[src/rtl/imm_gen_pipe.sv]
// imm_gen_pipe: registered RISC-V immediate generator with a 2-entry skid buffer and a tag sideband.
// Define IMM_GEN_ILLEGAL_EN to add the out_err unknown-opcode flag.
module imm_gen_pipe #(
  parameter int XLEN  = 32,
  parameter int TAG_W = 32
) (
  input  logic             clk,
  input  logic             rst,
  input  logic             flush,
  input  logic             in_valid,
  output logic             in_ready,
  input  logic [31:0]      in_instr,
  input  logic [TAG_W-1:0] in_tag,
  output logic             out_valid,
  input  logic             out_ready,
  output logic [XLEN-1:0]  out_imm,
  output logic [2:0]       out_fmt,
  output logic [TAG_W-1:0] out_tag
`ifdef IMM_GEN_ILLEGAL_EN
  ,
  output logic             out_err
`endif
);
  localparam logic [2:0] FMT_NONE = 3'd0;
  localparam logic [2:0] FMT_I    = 3'd1;
  localparam logic [2:0] FMT_S    = 3'd2;
  localparam logic [2:0] FMT_B    = 3'd3;
  localparam logic [2:0] FMT_U    = 3'd4;
  localparam logic [2:0] FMT_J    = 3'd5;
`ifdef IMM_GEN_ILLEGAL_EN
  localparam int EW = 1;
`else
  localparam int EW = 0;
`endif
  localparam int PW = EW + 3 + XLEN + TAG_W;

  if (XLEN != 32 && XLEN != 64) begin : g_bad_xlen
    $error("imm_gen_pipe: XLEN must be 32 or 64");
  end

  logic [6:0]      w_op;
  logic            w_i;
  logic [2:0]      w_fmt;
  logic [31:0]     w_imm32;
  logic [XLEN-1:0] w_imm;
  logic [PW-1:0]   w_pay;
  logic            w_acc;
  logic            w_load_out;
  logic            r_out_valid;
  logic            r_skid_valid;
  logic [PW-1:0]   r_out;
  logic [PW-1:0]   r_skid;

  // every format's 32-bit immediate has its sign in bit 31, so one signed cast widens to XLEN
  always_comb begin
    w_op = in_instr[6:0];
    w_i = w_op == 7'b0000011 || w_op == 7'b0010011 || w_op == 7'b1100111 ||
          (XLEN == 64 && w_op == 7'b0011011);
    w_fmt = w_i ? FMT_I :
            w_op == 7'b0100011 ? FMT_S :
            w_op == 7'b1100011 ? FMT_B :
            (w_op == 7'b0110111 || w_op == 7'b0010111) ? FMT_U :
            w_op == 7'b1101111 ? FMT_J : FMT_NONE;
    w_imm32 = w_fmt == FMT_I ? {{20{in_instr[31]}}, in_instr[31:20]} :
              w_fmt == FMT_S ? {{20{in_instr[31]}}, in_instr[31:25], in_instr[11:7]} :
              w_fmt == FMT_B ? {{20{in_instr[31]}}, in_instr[7], in_instr[30:25], in_instr[11:8], 1'b0} :
              w_fmt == FMT_U ? {in_instr[31:12], 12'b0} :
              w_fmt == FMT_J ? {{12{in_instr[31]}}, in_instr[19:12], in_instr[20], in_instr[30:21], 1'b0} :
              32'b0;
    w_imm = XLEN'($signed(w_imm32));
  end

`ifdef IMM_GEN_ILLEGAL_EN
  assign w_pay = {w_fmt == FMT_NONE, w_fmt, w_imm, in_tag};
  assign {out_err, out_fmt, out_imm, out_tag} = r_out;
`else
  assign w_pay = {w_fmt, w_imm, in_tag};
  assign {out_fmt, out_imm, out_tag} = r_out;
`endif

  assign in_ready   = !r_skid_valid;
  assign out_valid  = r_out_valid;
  assign w_acc      = in_valid && !r_skid_valid && !flush;
  assign w_load_out = !r_out_valid || out_ready;

  // the output register refills from skid first, so ordering stays FIFO
  always_ff @(posedge clk or posedge rst) begin
    if (rst) begin
      r_out_valid  <= 1'b0;
      r_skid_valid <= 1'b0;
      r_out        <= '0;
      r_skid       <= '0;
    end else if (flush) begin
      r_out_valid  <= 1'b0;
      r_skid_valid <= 1'b0;
    end else begin
      if (w_load_out) begin
        r_out_valid <= r_skid_valid || w_acc;
        if (r_skid_valid) r_out <= r_skid;
        else if (w_acc) r_out <= w_pay;
      end
      r_skid_valid <= r_skid_valid ? !w_load_out : (w_acc && !w_load_out);
      if (w_acc && !w_load_out) r_skid <= w_pay;
    end
  end
endmodule

[config.mk]
export PLATFORM = sky130hd
export DESIGN_NAME = imm_gen_pipe
export DESIGN_NICKNAME = d
export VERILOG_FILES = /design/src/rtl/imm_gen_pipe.sv
export SDC_FILE = /design/constraint.sdc
export NUM_CORES = 1
export LEC_CHECK = 0
export BUFFER_PORTS_ARGS = -buffer_cell sky130_fd_sc_hd__buf_2
export CAP_MARGIN = 5
export CORE_AREA = 8 8 125 127
export DETAILED_ROUTE_END_ITERATION = 12
export DIE_AREA = 0 0 133 135
export PLACE_DENSITY = 0.68
export SKIP_CTS_REPAIR_TIMING = 1
export SYNTH_ARGS = -nofsm -noshare
export SYNTH_HDL_FRONTEND = slang
export SYNTH_SLANG_ARGS = --single-unit
[constraint.sdc]
create_clock -name clk -period 7.8 [get_ports clk]
set_input_delay 0.39 -clock clk [delete_from_list [all_inputs] [get_ports clk]]
set_output_delay 0.39 -clock clk [all_outputs]
set_load 0.005 [all_outputs]
* Word level (Yosys, flattened, before mapping) *
Index checks and enable logic that the tools add are counted.

storage, ports and cells
  output and inout port bits = 69
  bits in registers = 136

cells by class
  multiplexer cells = 16
  equal/unequal tests = 13
  reductions and logical operators = 16
  bitwise logic cells = 1

operator list
  cell                                                                    number
  32-bit 2-to-1 mux                                                       5
  67-bit 2-to-1 mux                                                       2
  7-bit equality test (second input constant)                             3
  3-bit 2-to-1 mux                                                        5
  7-bit by 5-bit equality test with 1-bit output (second input constant)  2
  7-bit by 6-bit equality test with 1-bit output (second input constant)  2
  7-bit by 2-bit equality test with 1-bit output (second input constant)  1
  3-bit by 2-bit equality test with 1-bit output (second input constant)  2
  3-bit equality test (second input constant)                             2
  1-bit logical OR                                                        5
  1-bit logical NOT                                                       4
  1-bit 2-to-1 mux                                                        4
  2-bit nonzero test                                                      2
  3-bit by 1-bit equality test with 1-bit output (second input constant)  1
  1-bit logical AND                                                       3
  3-bit AND reduction                                                     1
  2-bit AND reduction                                                     1
  1-bit NOT                                                               1

* Depth between registers and ports, before layout *
  word-level depth = 14
  mapped depth = 8

* Least setup slack after synthesis *
No wires, ideal clock.

  kind = input to register
  start = in in_instr[6]
  end = reg r_out[52]
  arrival = 1.603 ns
  slack = 6.110 ns
  stages on the path = 6
  cells stage by stage = buf_2 -> or3_4 -> o32ai_4 -> a21oi_1 -> buf_4 -> a211oi_2

on the way
  word-level cells in the longest chain between the ends = 14
  elaborated cells between the ends (all ways) = 28
  those cells by class = eq/ne: 13; mux: 12; reduce/logical: 3

RTL lines
  element                                                      RTL line  text
  from (decl)                                                  12        input logic [31:0] in_instr,
  7-bit equality test, or another cell as far along            63        w_op == 7'b1101111 ? FMT_J : FMT_NONE;
  3-bit 2-to-1 mux / 1-bit logical OR (equally long branches)  63, 62
  3-bit 2-to-1 mux                                             62        (w_op == 7'b0110111 || w_op == 7'b0010111) ? FMT_U :
  3-bit 2-to-1 mux                                             61        w_op == 7'b1100011 ? FMT_B :
  3-bit 2-to-1 mux                                             60        w_op == 7'b0100011 ? FMT_S :
  3-bit 2-to-1 mux *                                           59        w_fmt = w_i ? FMT_I :
  3-bit equality test                                          68        w_fmt == FMT_J ? {{12{in_instr[31]}}, in_instr[19:12], in_instr[20], in_instr[30:21], 1'b0} :
  32-bit 2-to-1 mux                                            68
  32-bit 2-to-1 mux                                            67        w_fmt == FMT_U ? {in_instr[31:12], 12'b0} :
  32-bit 2-to-1 mux                                            66        w_fmt == FMT_B ? {{20{in_instr[31]}}, in_instr[7], in_instr[30:25], in_instr[11:8], 1'b0} :
  32-bit 2-to-1 mux                                            65        w_fmt == FMT_S ? {{20{in_instr[31]}}, in_instr[31:25], in_instr[11:7]} :
  32-bit 2-to-1 mux *                                          64        w_imm32 = w_fmt == FMT_I ? {{20{in_instr[31]}}, in_instr[31:20]} :
  67-bit 2-to-1 mux *                                          100       else if (w_acc) r_out <= w_pay;
  67-bit 2-to-1 mux *                                          99        if (r_skid_valid) r_out <= r_skid;
  to (signal assigned)                                         99
  to (signal assigned)                                         100
  to (decl)                                                    51        logic [PW-1:0] r_out;

Mark *: on every way between the ends. The rest lies on a longest branch, timed or not. The select of a mux whose other input is x is not followed.
A chain may end at the register's enable or synchronous reset.

* Worst setup path in the final report *
  start = reg r_skid_valid
  end = reg r_out[44]

on the way
  word-level cells in the longest chain between the ends = 5
  elaborated cells between the ends (all ways) = 6
  those cells by class = mux: 1; reduce/logical: 5

RTL lines
  element                          RTL line  text
  from (decl)                      50        logic r_skid_valid;
  from (signal assigned)           102       r_skid_valid <= r_skid_valid ? !w_load_out : (w_acc && !w_load_out);
  1-bit logical NOT                83        assign w_acc = in_valid && !r_skid_valid && !flush;
  1-bit logical AND (2 in series)  83
  2-bit nonzero test (no line)     --
  3-bit AND reduction (no line)    --

Several ways; a longest one is shown, not always the timed one.

==> run summary <==
Based on the critical path, the design can be clocked at up to 369 MHz. The run finished with clean final reports. The post-synthesis instance total is 645. The number of placement rows came out at 43. The number of buffers created by CTS came out at 17.

The area occupied by multi-input gates came out at 2420 µm². The share of flip-flops with an asynchronous set or reset after synthesis came out at 100%. The total standard cell area after synthesis is 6030 µm². The final critical path time including I/O delays and setup is 2710 ps. For the pin with the worst max-slew slack, the measured transition is 1160 ps. Registers are responsible for 47.2% of the overall power. The pin count of the biggest net entering global routing is between 100 and 150. The core box area came out at 13600 µm². The amount of wire on met3 after detailed routing came out at 1130 µm. The critical path data arrival time came out at 3020 ps. Summing internal, switching and leakage power gives 1.89 mW. The register area share after synthesis is a little under three fifths. Among all stages on the critical path, the largest delay is contributed by sky130_fd_sc_hd__or3_4. The fraction of layout cells with a size suffix above 1 is between 20% and 30%. The worst reg2reg path startpoint is r_skid_valid. The tightest slew margin relative to the limit came out at between 20 and 25%.

The placer congestion estimate is 0.844. Walking the worst path, the cells encountered are nor2_1 > or3_4 > nor2_1 > a311oi_1. The worst setup path is captured at a flip-flop. Synthesis instantiated 39 different standard cells from the library. In this run the clock root is driven by a sky130_fd_sc_hd__clkbuf_16. The internal power contribution is 1.38 mW.

The initial antenna violation count came out at 0. During placement, the flow inserted port buffers numbering around 140. The total overflow left after global routing is 0. The DRC violation total after the first TritonRoute iteration came out at 434. The critical path is of the reg2reg type. The number of nets in the layout came out at 829.

The kind of cell with the highest combined delay along the critical path is simple AND/OR/NAND/NOR gates. Summed over all cells, the static leakage comes to about 3.5 nW. The number of warnings issued by yosys is 0. The highest routed metal layer is met4. The largest driver fanout on the critical path is 100. In the final routed layout, each cell accounts on average for 16.4 µm.

The vertical extent of the die came out at 135 µm. For this run, the slowest stage of the critical path takes 830 ps. The met1 wire length is 7270 µm. The wire length reported by the detailed router is 15700 µm. In the final timing run, aggregate negative setup slack is 0 ps.

The die is 133 µm wide. The total half-perimeter wirelength after legalization and detailed placement is 10500 µm. The overall routing resource usage is between 10% and 20%. The via count normalized by instance count came out at 5.27. When the netlist entered floorplanning its net count stood at 714. The startpoint class of the critical path is a flip-flop. For this design the total switching power over the nets is 0.509 mW.

The growth of design area from synthesis to finish came out at 22.1%. Clock latency on the worst-skew pair, taken at its later pin, is 410 ps. Setup repair after global routing left no endpoint under its margin. Combinational cells account for 13.9% of the total power. The final standard cell area without fillers came out at 7370 µm². In this run the worst setup path begins at r_skid_valid.

The buffer levels on the longest clock path is 2. The commonest cells after synthesis are 182 x sky130_fd_sc_hd__nand2_1, 136 x sky130_fd_sc_hd__dfrtp_1, 52 x sky130_fd_sc_hd__nor2_1. The number of endpoints with negative hold slack in the final report came out at 0.

The area enclosed by the die boundary is 18000 µm². Across all hold checks on the routed design, the worst slack comes to roughly 120 ps. At the end of the flow the core is filled with cells to 54.1%. The starting utilization of the core area is 44.3%. The power density over cell area came out at 256 nW/µm². By area the synthesized netlist is led by sky130_fd_sc_hd__dfrtp_1 56%, sky130_fd_sc_hd__nand2_1 11%, sky130_fd_sc_hd__mux2i_1 5.5%. In this run, synthesis produced a sequential element count of approximately 140. In this run the cell area measured after placement is 6810 µm². The number of antenna repair diodes is 0.

The dominant cell by count in the synthesized netlist is sky130_fd_sc_hd__nand2_1. The number of setup violations in the final report came out at 0. In this run the mean area of a mapped cell was 9.35 µm².

The number of global-route vias before repair is 5077. The part of the total power dissipated in the clock network came out at 38.9%. The via count came out at 5023. The clock transition at the register clock pins on the worst setup and hold paths after CTS came out at roughly 60 ps. TritonCTS built the clock tree. Wire segments on met2 add up to 7050 µm in the final route. The H-tree depth came out at 4.

In the routed design, unresolved DRC markers number 0. The worst-case clock skew came out at 8.57 ps. In this run switching power makes up 27.0% of total power. The first-pass GRT wire length is roughly 26000 µm.

The post-route fraction of the period consumed by the critical path is 34.8%. The first-pass iteration count of the detailed router is 5. Counting flops with a built-in enable in the synthesized netlist gives 0. Pin placement for this block handled 138 I/O pins. The number of inserted filler cells in the final layout is 1222. The number of max-cap violations is 0. In the final layout, flip-flops and latches occupy 3400 µm². In the synthesized netlist the dominant register cell turns out to be sky130_fd_sc_hd__dfrtp_1. The clock drives 136 sinks. In this design, the critical path's most frequently occurring cell is sky130_fd_sc_hd__nor2_1.

Across the VDD grid, the largest voltage drop is about 0.17 mV. The count of buffering cells on the critical path with inverters included is 0. The post-detailed-route count of antenna-violating nets is 0. The critical path data required time is 8110 ps. The count of pins over their slew limit was 0. The path class of the tightest hold or removal check is in2async. The largest total area in the synthesized netlist belongs to sky130_fd_sc_hd__dfrtp_1.

The share of Yosys cell area claimed by the top area cell type is 56.4%.
-- worst paths after layout --
kind	endpoint	slack [ps]	depth (start not counted)
setup / recovery	r_out[44]	5090	4
hold / removal	r_out[10]	120	2
setup reg to reg	r_out[44]	5090	4
hold reg to reg	r_skid[66]	470	2
max in group asynchronous	r_skid_valid	6520	3
min in group clk	r_skid[10]	190	3
-- sequential cells by signal, summed over array words and instances (netlist names) --
register and count:
r_out 67, r_skid 67, out_valid 1, r_skid_valid 1
-- cell usage in the layout (no fill, tap or decap), drive strengths merged, types with 5 or more instances in the layout --
cell type  instances
o21ai             44
mux2i             33
nand3             21
a311oi             8
a21oi             27
nor2b              6
inv                7
clkinv             5
clkinvlp           6
dfrtp            136
o211ai             8
a31oi             13
nor2              52
nor3              27
buf              143
nand2            182
a211oi            11
clkbuf            21
-- cells by family after synthesis --
family / share of synthesized area, %
AOI/OAI and AO/OA: 13.2
buffers and inverters: 3.73
DFF: 56.4
muxes: 5.48
and+or+nand+nor: 21.1
-- per-layer routing --
| metal | GRT usage (%) | vias up |
|---|---|---|
| met5 | 0 | - |
| met3 | 5.20 | 21 |
| met2 | 27.3 | 174 |
| met1 | 23.8 | 2414 |
| met4 | 6.31 | 0 |
| li1 | - | 2414 |
-- cell type report --
cell class	instances	share of cell area [%]
Sequential cell	136	46.2
Multi-Input combinational cell	455	32.9
Timing Repair Buffer	143	9.92
Clock buffer	21	6.52
Tap cell	180	3.06
Clock inverter	11	1.00
Inverter	7	0.425
-- power by group through the flow --
stage | clock network [mW] | registers, mW | logic (mW)
after floorplan | 0 | 0.891 | 0.149
after global placement | 0 | 0.894 | 0.257
after detailed placement | 0 | 0.900 | 0.268
after CTS | 0.747 | 0.889 | 0.269
after global routing | 0.782 | 0.904 | 0.302
final | 0.733 | 0.890 | 0.263
-- per-stage QoR --
stage	worst slack (ps)	instances
detailed placement	5110	921
CTS	5100	953
global route	4910	953
finish	5090	953
floorplan	3770	645
global placement	5210	921
(Power assumes the default switching activity.)
